===== config.mk =====
export PLATFORM = sky130hd
export DESIGN_NAME = nfu_3
export DESIGN_NICKNAME = d
export VERILOG_FILES = /design/src/rtl/nfu_3.sv
export SDC_FILE = /design/constraint.sdc
export NUM_CORES = 2
export LEC_CHECK = 0
export ABC_AREA = 1
export BUFFER_PORTS_ARGS = -buffer_cell sky130_fd_sc_hd__buf_2
export CORE_AREA = 2 2 471 426
export DETAILED_ROUTE_END_ITERATION = 8
export DIE_AREA = 0 0 473 428
export SYNTH_ARGS = -nofsm -noshare
export SYNTH_HDL_FRONTEND = slang
export SYNTH_HIERARCHICAL = 1
export SYNTH_SLANG_ARGS = --single-unit

===== constraint.sdc =====
create_clock -name clk -period 6.7 [get_ports clk]
set_input_delay 1.34 -clock clk [delete_from_list [all_inputs] [get_ports clk]]
set_output_delay 1.34 -clock clk [all_outputs]
set_load 0.02 [all_outputs]

===== src/rtl/nfu_3.sv =====
// -----------------------------------------------------------------------------
// nfu_3 : NFU-3 activation stage.
//   Takes G signed partial sums from NFU-2 and applies a per-lane activation:
//   a piecewise-linear table (PWL), ReLU, or identity. Two register stages with
//   valid/ready on both sides; the coefficient table can be rewritten while
//   vectors stream. Lanes clamped in PWL mode are counted in a sticky counter.
//
// Ports
//   clk, rst_n            clock (rising edge), async active-low reset
//   i_valid/o_ready       upstream handshake, i_partial_sum + i_func
//   i_partial_sum         G lanes, lane k at [k*BIT_WIDTH +: BIT_WIDTH], signed
//   i_func                0=PWL 1=ReLU 2/3=identity
//   o_valid/i_ready       downstream handshake for o_act
//   o_act                 G activations, same lane layout, signed
//   i_coef_we/addr/a/b    coefficient table write port (slope a, intercept b)
//   o_sat_cnt             saturated-lane event count, sticks at 16'hFFFF
// -----------------------------------------------------------------------------

// Per-lane datapath: s1 holds x and the looked-up coefficients, s2 holds the
// activation and whether it was clamped.
module nfu_3_lane #(
  parameter int BIT_WIDTH = 16,
  parameter int FRAC_BITS = 8
) (
  input  logic                 clk,
  input  logic                 rst_n,
  input  logic                 ld_s1,
  input  logic                 ld_s2,
  input  logic [1:0]           func_s1,
  input  logic [BIT_WIDTH-1:0] x_in,
  input  logic [BIT_WIDTH-1:0] a_in,
  input  logic [BIT_WIDTH-1:0] b_in,
  output logic [BIT_WIDTH-1:0] act,
  output logic                 sat
);
  localparam int TW = BIT_WIDTH + 2;
  localparam int PW = 2 * BIT_WIDTH;
  localparam logic signed [TW-1:0] T_MAX = {3'b000, {(BIT_WIDTH-1){1'b1}}};
  localparam logic signed [TW-1:0] T_MIN = {3'b111, {(BIT_WIDTH-1){1'b0}}};
  localparam logic [BIT_WIDTH-1:0] OUT_MAX = {1'b0, {(BIT_WIDTH-1){1'b1}}};
  localparam logic [BIT_WIDTH-1:0] OUT_MIN = {1'b1, {(BIT_WIDTH-1){1'b0}}};

  logic signed [BIT_WIDTH-1:0] x_q, x_d, a_q, a_d, b_q, b_d;
  logic [BIT_WIDTH-1:0] act_q, act_d;
  logic sat_q, sat_d;
  logic signed [PW-1:0] prod;
  logic signed [TW-1:0] t;

  always_comb begin
    x_d = x_q;
    a_d = a_q;
    b_d = b_q;
    if (ld_s1) begin
      x_d = x_in;
      a_d = a_in;
      b_d = b_in;
    end

    prod = PW'(a_q) * PW'(x_q);
    // Shifted product is kept in BIT_WIDTH+2 bits before adding the intercept;
    // the arithmetic shift floors toward -inf.
    t = TW'(prod >>> FRAC_BITS) + TW'(b_q);

    act_d = act_q;
    sat_d = sat_q;
    if (ld_s2) begin
      sat_d = 1'b0;
      unique case (func_s1)
        2'd0: begin
          if (t > T_MAX) begin
            act_d = OUT_MAX;
            sat_d = 1'b1;
          end else if (t < T_MIN) begin
            act_d = OUT_MIN;
            sat_d = 1'b1;
          end else begin
            act_d = t[BIT_WIDTH-1:0];
          end
        end
        2'd1:    act_d = x_q[BIT_WIDTH-1] ? '0 : x_q;
        default: act_d = x_q;
      endcase
    end
  end

  always_ff @(posedge clk or negedge rst_n) begin
    if (!rst_n) begin
      x_q   <= '0;
      a_q   <= '0;
      b_q   <= '0;
      act_q <= '0;
      sat_q <= 1'b0;
    end else begin
      x_q   <= x_d;
      a_q   <= a_d;
      b_q   <= b_d;
      act_q <= act_d;
      sat_q <= sat_d;
    end
  end

  assign act = act_q;
  assign sat = sat_q;
endmodule

module nfu_3 #(
  parameter int BIT_WIDTH = 16,
  parameter int FRAC_BITS = 8,
  parameter int G         = 4,
  parameter int SEG_BITS  = 4
) (
  input  logic                   clk,
  input  logic                   rst_n,
  input  logic                   i_valid,
  output logic                   o_ready,
  input  logic [G*BIT_WIDTH-1:0] i_partial_sum,
  input  logic [1:0]             i_func,
  output logic                   o_valid,
  input  logic                   i_ready,
  output logic [G*BIT_WIDTH-1:0] o_act,
  input  logic                   i_coef_we,
  input  logic [SEG_BITS-1:0]    i_coef_addr,
  input  logic [BIT_WIDTH-1:0]   i_coef_a,
  input  logic [BIT_WIDTH-1:0]   i_coef_b,
  output logic [15:0]            o_sat_cnt
);
  localparam int NSEG = 1 << SEG_BITS;
  localparam logic [BIT_WIDTH-1:0] A_ONE = BIT_WIDTH'(1) << FRAC_BITS;

  logic [NSEG-1:0][BIT_WIDTH-1:0] coef_a_q, coef_a_d, coef_b_q, coef_b_d;
  logic [2:1]  vld_pipe_q, vld_pipe_d;
  logic [1:0]  func_s1_q, func_s1_d;
  logic [15:0] sat_cnt_q, sat_cnt_d;
  logic [16:0] sat_sum;
  logic        s1_adv, s2_adv, ld_s1, ld_s2;

  logic [G-1:0][BIT_WIDTH-1:0] x_in, act;
  logic [G-1:0]                sat;

  assign x_in  = i_partial_sum;
  assign o_act = act;

  // s2 frees when empty or draining; s1 frees when empty or moving into s2.
  assign s2_adv  = !vld_pipe_q[2] || i_ready;
  assign s1_adv  = !vld_pipe_q[1] || s2_adv;
  assign o_ready = s1_adv;
  assign ld_s1   = s1_adv && i_valid;
  assign ld_s2   = s2_adv && vld_pipe_q[1];
  assign o_valid = vld_pipe_q[2];

  always_comb begin
    vld_pipe_d[1] = s1_adv ? i_valid : vld_pipe_q[1];
    vld_pipe_d[2] = s2_adv ? vld_pipe_q[1] : vld_pipe_q[2];
    func_s1_d     = ld_s1 ? i_func : func_s1_q;

    // Lookups read coef_*_q, so a write on the same edge is seen only by
    // vectors entering s1 afterwards.
    coef_a_d = coef_a_q;
    coef_b_d = coef_b_q;
    if (i_coef_we) begin
      coef_a_d[i_coef_addr] = i_coef_a;
      coef_b_d[i_coef_addr] = i_coef_b;
    end

    // Clamp flags are counted as the vector leaves s2; sticky at all-ones.
    sat_sum = {1'b0, sat_cnt_q};
    if (o_valid && i_ready) begin
      for (int k = 0; k < G; k++) sat_sum = sat_sum + 17'(sat[k]);
    end
    sat_cnt_d = sat_sum[16] ? 16'hFFFF : sat_sum[15:0];
  end

  always_ff @(posedge clk or negedge rst_n) begin
    if (!rst_n) begin
      vld_pipe_q <= '0;
      func_s1_q  <= '0;
      coef_a_q   <= {NSEG{A_ONE}};
      coef_b_q   <= '0;
      sat_cnt_q  <= '0;
    end else begin
      vld_pipe_q <= vld_pipe_d;
      func_s1_q  <= func_s1_d;
      coef_a_q   <= coef_a_d;
      coef_b_q   <= coef_b_d;
      sat_cnt_q  <= sat_cnt_d;
    end
  end

  assign o_sat_cnt = sat_cnt_q;

  for (genvar k = 0; k < G; k++) begin : g_lane
    // Segment is the top SEG_BITS of x as unsigned: negatives land high.
    logic [SEG_BITS-1:0] seg;
    assign seg = x_in[k][BIT_WIDTH-1 -: SEG_BITS];

    nfu_3_lane #(
      .BIT_WIDTH (BIT_WIDTH),
      .FRAC_BITS (FRAC_BITS)
    ) u_lane (
      .clk     (clk),
      .rst_n   (rst_n),
      .ld_s1   (ld_s1),
      .ld_s2   (ld_s2),
      .func_s1 (func_s1_q),
      .x_in    (x_in[k]),
      .a_in    (coef_a_q[seg]),
      .b_in    (coef_b_q[seg]),
      .act     (act[k]),
      .sat     (sat[k])
    );
  end
endmodule


==> results.md <==
* Combinational family with the most area after synthesis: simple AND/OR/NAND/NOR gates
* Endpoints failing setup at around 70
* RSZ-0062 raised after global routing: true
* WL per Instance at between 20 and 25 um
* Status: finished with violations
* Period minus WS final at about 7.2 ns
* CP max stage delay at between 0.5 and 0.6 ns
* Synth Instances at between 10000 and 15000
* Max Clk Rate at about 0.14 GHz
* Post-synthesis xor/xnor area fraction at 0.0128
* GRT Residual Overflow at 0
* I/O Buffers at 188
* Die area at between 0.2 and 0.25 sq mm
* CTS Buffer Depth at 3
* Clock Pin Slew Worst Setup and Hold Paths at 0.07 ns
* HPWL after DPL at around 240000 um
* Worst-Skew Late Latency at ~0.79 ns
* Global-route wire length before repair at between 500000 and 600000 um
* Number of H-tree levels at 3
* Critical path arrival at 7.80 ns
* Adder-Cell Fraction of Synth Area at 0.240
* Tcrit/Tclk final at 1.07
* DRT Pass-1 Iters at 9
* Synthesized net count at around 14000
* Layout cells sized above 1 at 0.153
* Syn_area_per_cell at ~7 sq um
* Clk sinks at between 700 and 800
* Simple-gate share of the synthesized area at 0.301
* Worst relative slew slack at 0.0727
* Main flop type after synthesis: dfrtp_1
* Fraction of the mapped netlist area in compound gates at 0.0673
* Mapped Area at ~0.089 sq mm
* Fin Setup TNS at -24.29 ns
* Rows at roughly 160
* Initial antenna violation count at 54
* Routability cong. at between 0.9 and 1
* Unique masters post-synth at 60
* Worst Setup Path Type: flop to flop
* Capture point of the worst path: g_lane[3].u_lane/act[2]
* Worst-margin pin slew at around 1.4 ns
* Critical Path Start: g_lane[3].u_lane/x_q[4]
* Largest net degree at the start of global routing at approximately 160
* Register area share after synthesis at 0.224
* TritonCTS buffer count at 99
* Hold WC Path Type: input port to asynchronous set/reset pin
* CP Launch Type: flop
* Die Wd at around 470 um
* Detailed Route WL at around 350000 um
* Initial drt markers at 10900
* Critical Path RT at around 7.3 ns
* Post-route setup slack at -0.471 ns
* Clk root buf: clkbuf_16
* Final Skew at approximately 0.067 ns
* TritonCTS clock tree: yes
* IO Pins at roughly 190
* Post-synthesis mux area share at 0.0204
* R2R Path End: g_lane[3].u_lane/act[2]
* Vias at between 80000 and 90000
* Worst setup EP type: flop
* Starting Density at 0.448
* Flop-to-flop setup slack at -0.47 ns
* Vias per cell at 5.57
* Final ANT Viol Nets at 0
* Failing checks: design-rule violations, negative setup slack
* Final Slew Violations at 0
* Die height at roughly 430 um
* Asr flop ratio synth at 1.00
* Reg2reg path depth at 35
* RR Startpoint: g_lane[3].u_lane/x_q[4]
* Core area at slightly below 0.2 sq mm
* EDFF count, synth at 0
* Synth Warn # at 6
* Post-synthesis register bit count at around 790
* Final Hold Violating Endpoints at 0
* All-Layer GR Usage at 0.344
* Nets@finish at between 10000 and 15000
* Number of global-route vias before repair at just under 90000
* Crit Path Max Fanout at 7
* CP max stage cell: fa_1
* P&R area growth vs syn at 16.6%
* Remaining DRCs at 19
* MaxCap Viol Count at 0
-- registers in the layout (all words and copies together), names as in the netlist --
name,count
func_s1_q,2
g_lane.u_lane/a_q,64
g_lane.u_lane/act,64
coef_a_q,256
o_sat_cnt,16
vld_pipe_q,2
g_lane.u_lane/sat,4
g_lane.u_lane/x_q,64
coef_b_q,256
g_lane.u_lane/b_q,64
-- what timing repair did --
action / 4_1_cts / 5_1_grt
pin swaps: 118 / 172
hold buffers: 0 / 0
setup buffers: 63 / 38
cloned: 4 / 0
endpoints found under the setup margin: 68 / 68
gates resized for setup: 247 / 251
-- routing by layer --
metal	global-route usage	routed length (um)	vias up
met1	0.453	138000	42200
met5	0	326	-
li1	-	-	40100
met4	0.173	20700	50
met3	0.0973	41600	1171
met2	0.518	152000	5033
-- placed cells by master (no fill, tap or decap), types with 31 or more instances in the layout --
cell type	synthesis	layout
buf_4	5	862
mux2_2	160	160
ha_4	0	38
inv_2	17	77
xor2_1	88	81
inv_1	2282	2209
nor2_1	208	191
a21oi_1	195	158
nand2_2	17	95
a21oi_2	16	49
buf_2	154	175
clkbuf_16	0	100
nand3_1	1852	1826
buf_12	0	57
fa_1	839	811
xnor2_1	34	34
ha_1	357	313
o211ai_1	151	151
nand2_1	4143	4036
dfrtp_2	0	41
nand2_4	6	31
dfrtp_1	776	735
o21ai_0	583	569
-- how the worst min path moves through the flow --
stage	end	startpoint	cells after the start
finish	coef_b_q[92]	rst_n	1
global route	coef_b_q[92]	rst_n	1
CTS	coef_b_q[76]	rst_n	1
detailed placement	coef_a_q[138]	coef_a_q[138]	2
global placement	coef_b_q[72]	coef_b_q[72]	2
floorplan	vld_pipe_q[2]	vld_pipe_q[1]	2
-- cells in the mapped netlist (26+ instances only) --
library cell     n  area, sq um
a21oi_1        195          976
buf_1           88          330
buf_2          154          771
clkbuf_1       556         2090
dfrtp_1        776        19400
fa_1           839        16800
ha_1           357         4470
inv_1         2282         8570
mux2_2         160         1800
nand2_1       4143        15600
nand3_1       1852         9270
nor2_1         208          781
nor3_1          26          130
o211ai_1       151         1130
o21ai_0        583         2920
xnor2_1         34          298
xor2_1          88          771
-- logic make-up after synthesis --
group	Yosys count
AOI/OAI and AO/OA	1052
xor gates and xnor gates	126
adders and majority gates	1196
buffers and inverters	3114
DFF	792
muxes	160
and+or+nand+nor	6335
-- area by class of cell --
| cell class | count | area [sq um] |
|---|---|---|
| tap | 2590 | 3240 |
| clock inverter | 50 | 717 |
| multi-input combinational | 8873 | 58800 |
| clock buffer | 134 | 2810 |
| timing repair buffer | 1130 | 8920 |
| inverter | 2306 | 8730 |
| sequential | 792 | 19900 |
| fill | 19100 | 94200 |
| antenna | 27 | 67.6 |
-- stage by stage --
| step | cell area (sq um) | hold WS, ns | worst slack, ns | instances | util |
|---|---|---|---|---|---|
| after floorplan | 89200 | 0.447 | -0.143 | 12800 | - |
| after global routing | 103000 | 0.489 | -0.783 | 15900 | 0.523 |
| final | 103000 | 0.477 | -0.471 | 15900 | 0.523 |
| after global placement | 96900 | 0.466 | -0.514 | 15600 | 0.491 |
| after CTS | 102000 | 0.471 | -0.425 | 15800 | 0.516 |
| after detailed placement | 96900 | 0.473 | -0.740 | 15600 | 0.491 |
-- worst max-delay path, delay by kind of cell (launching register included) --
| family | cells | cell delay [ns] |
|---|---|---|
| flip-flops | 1 | 0.45 |
| buffers and inverters | 9 | 0.68 |
| AND/OR/NAND/NOR | 12 | 1.24 |
| adder cells (fa/ha/maj) | 8 | 3.61 |
| XOR/XNOR | 1 | 0.15 |
| AO/OA/AOI/OAI | 5 | 0.86 |
Power is not shown: default switching activity piles up to over one toggle a cycle in this logic, so the estimate is an artifact.
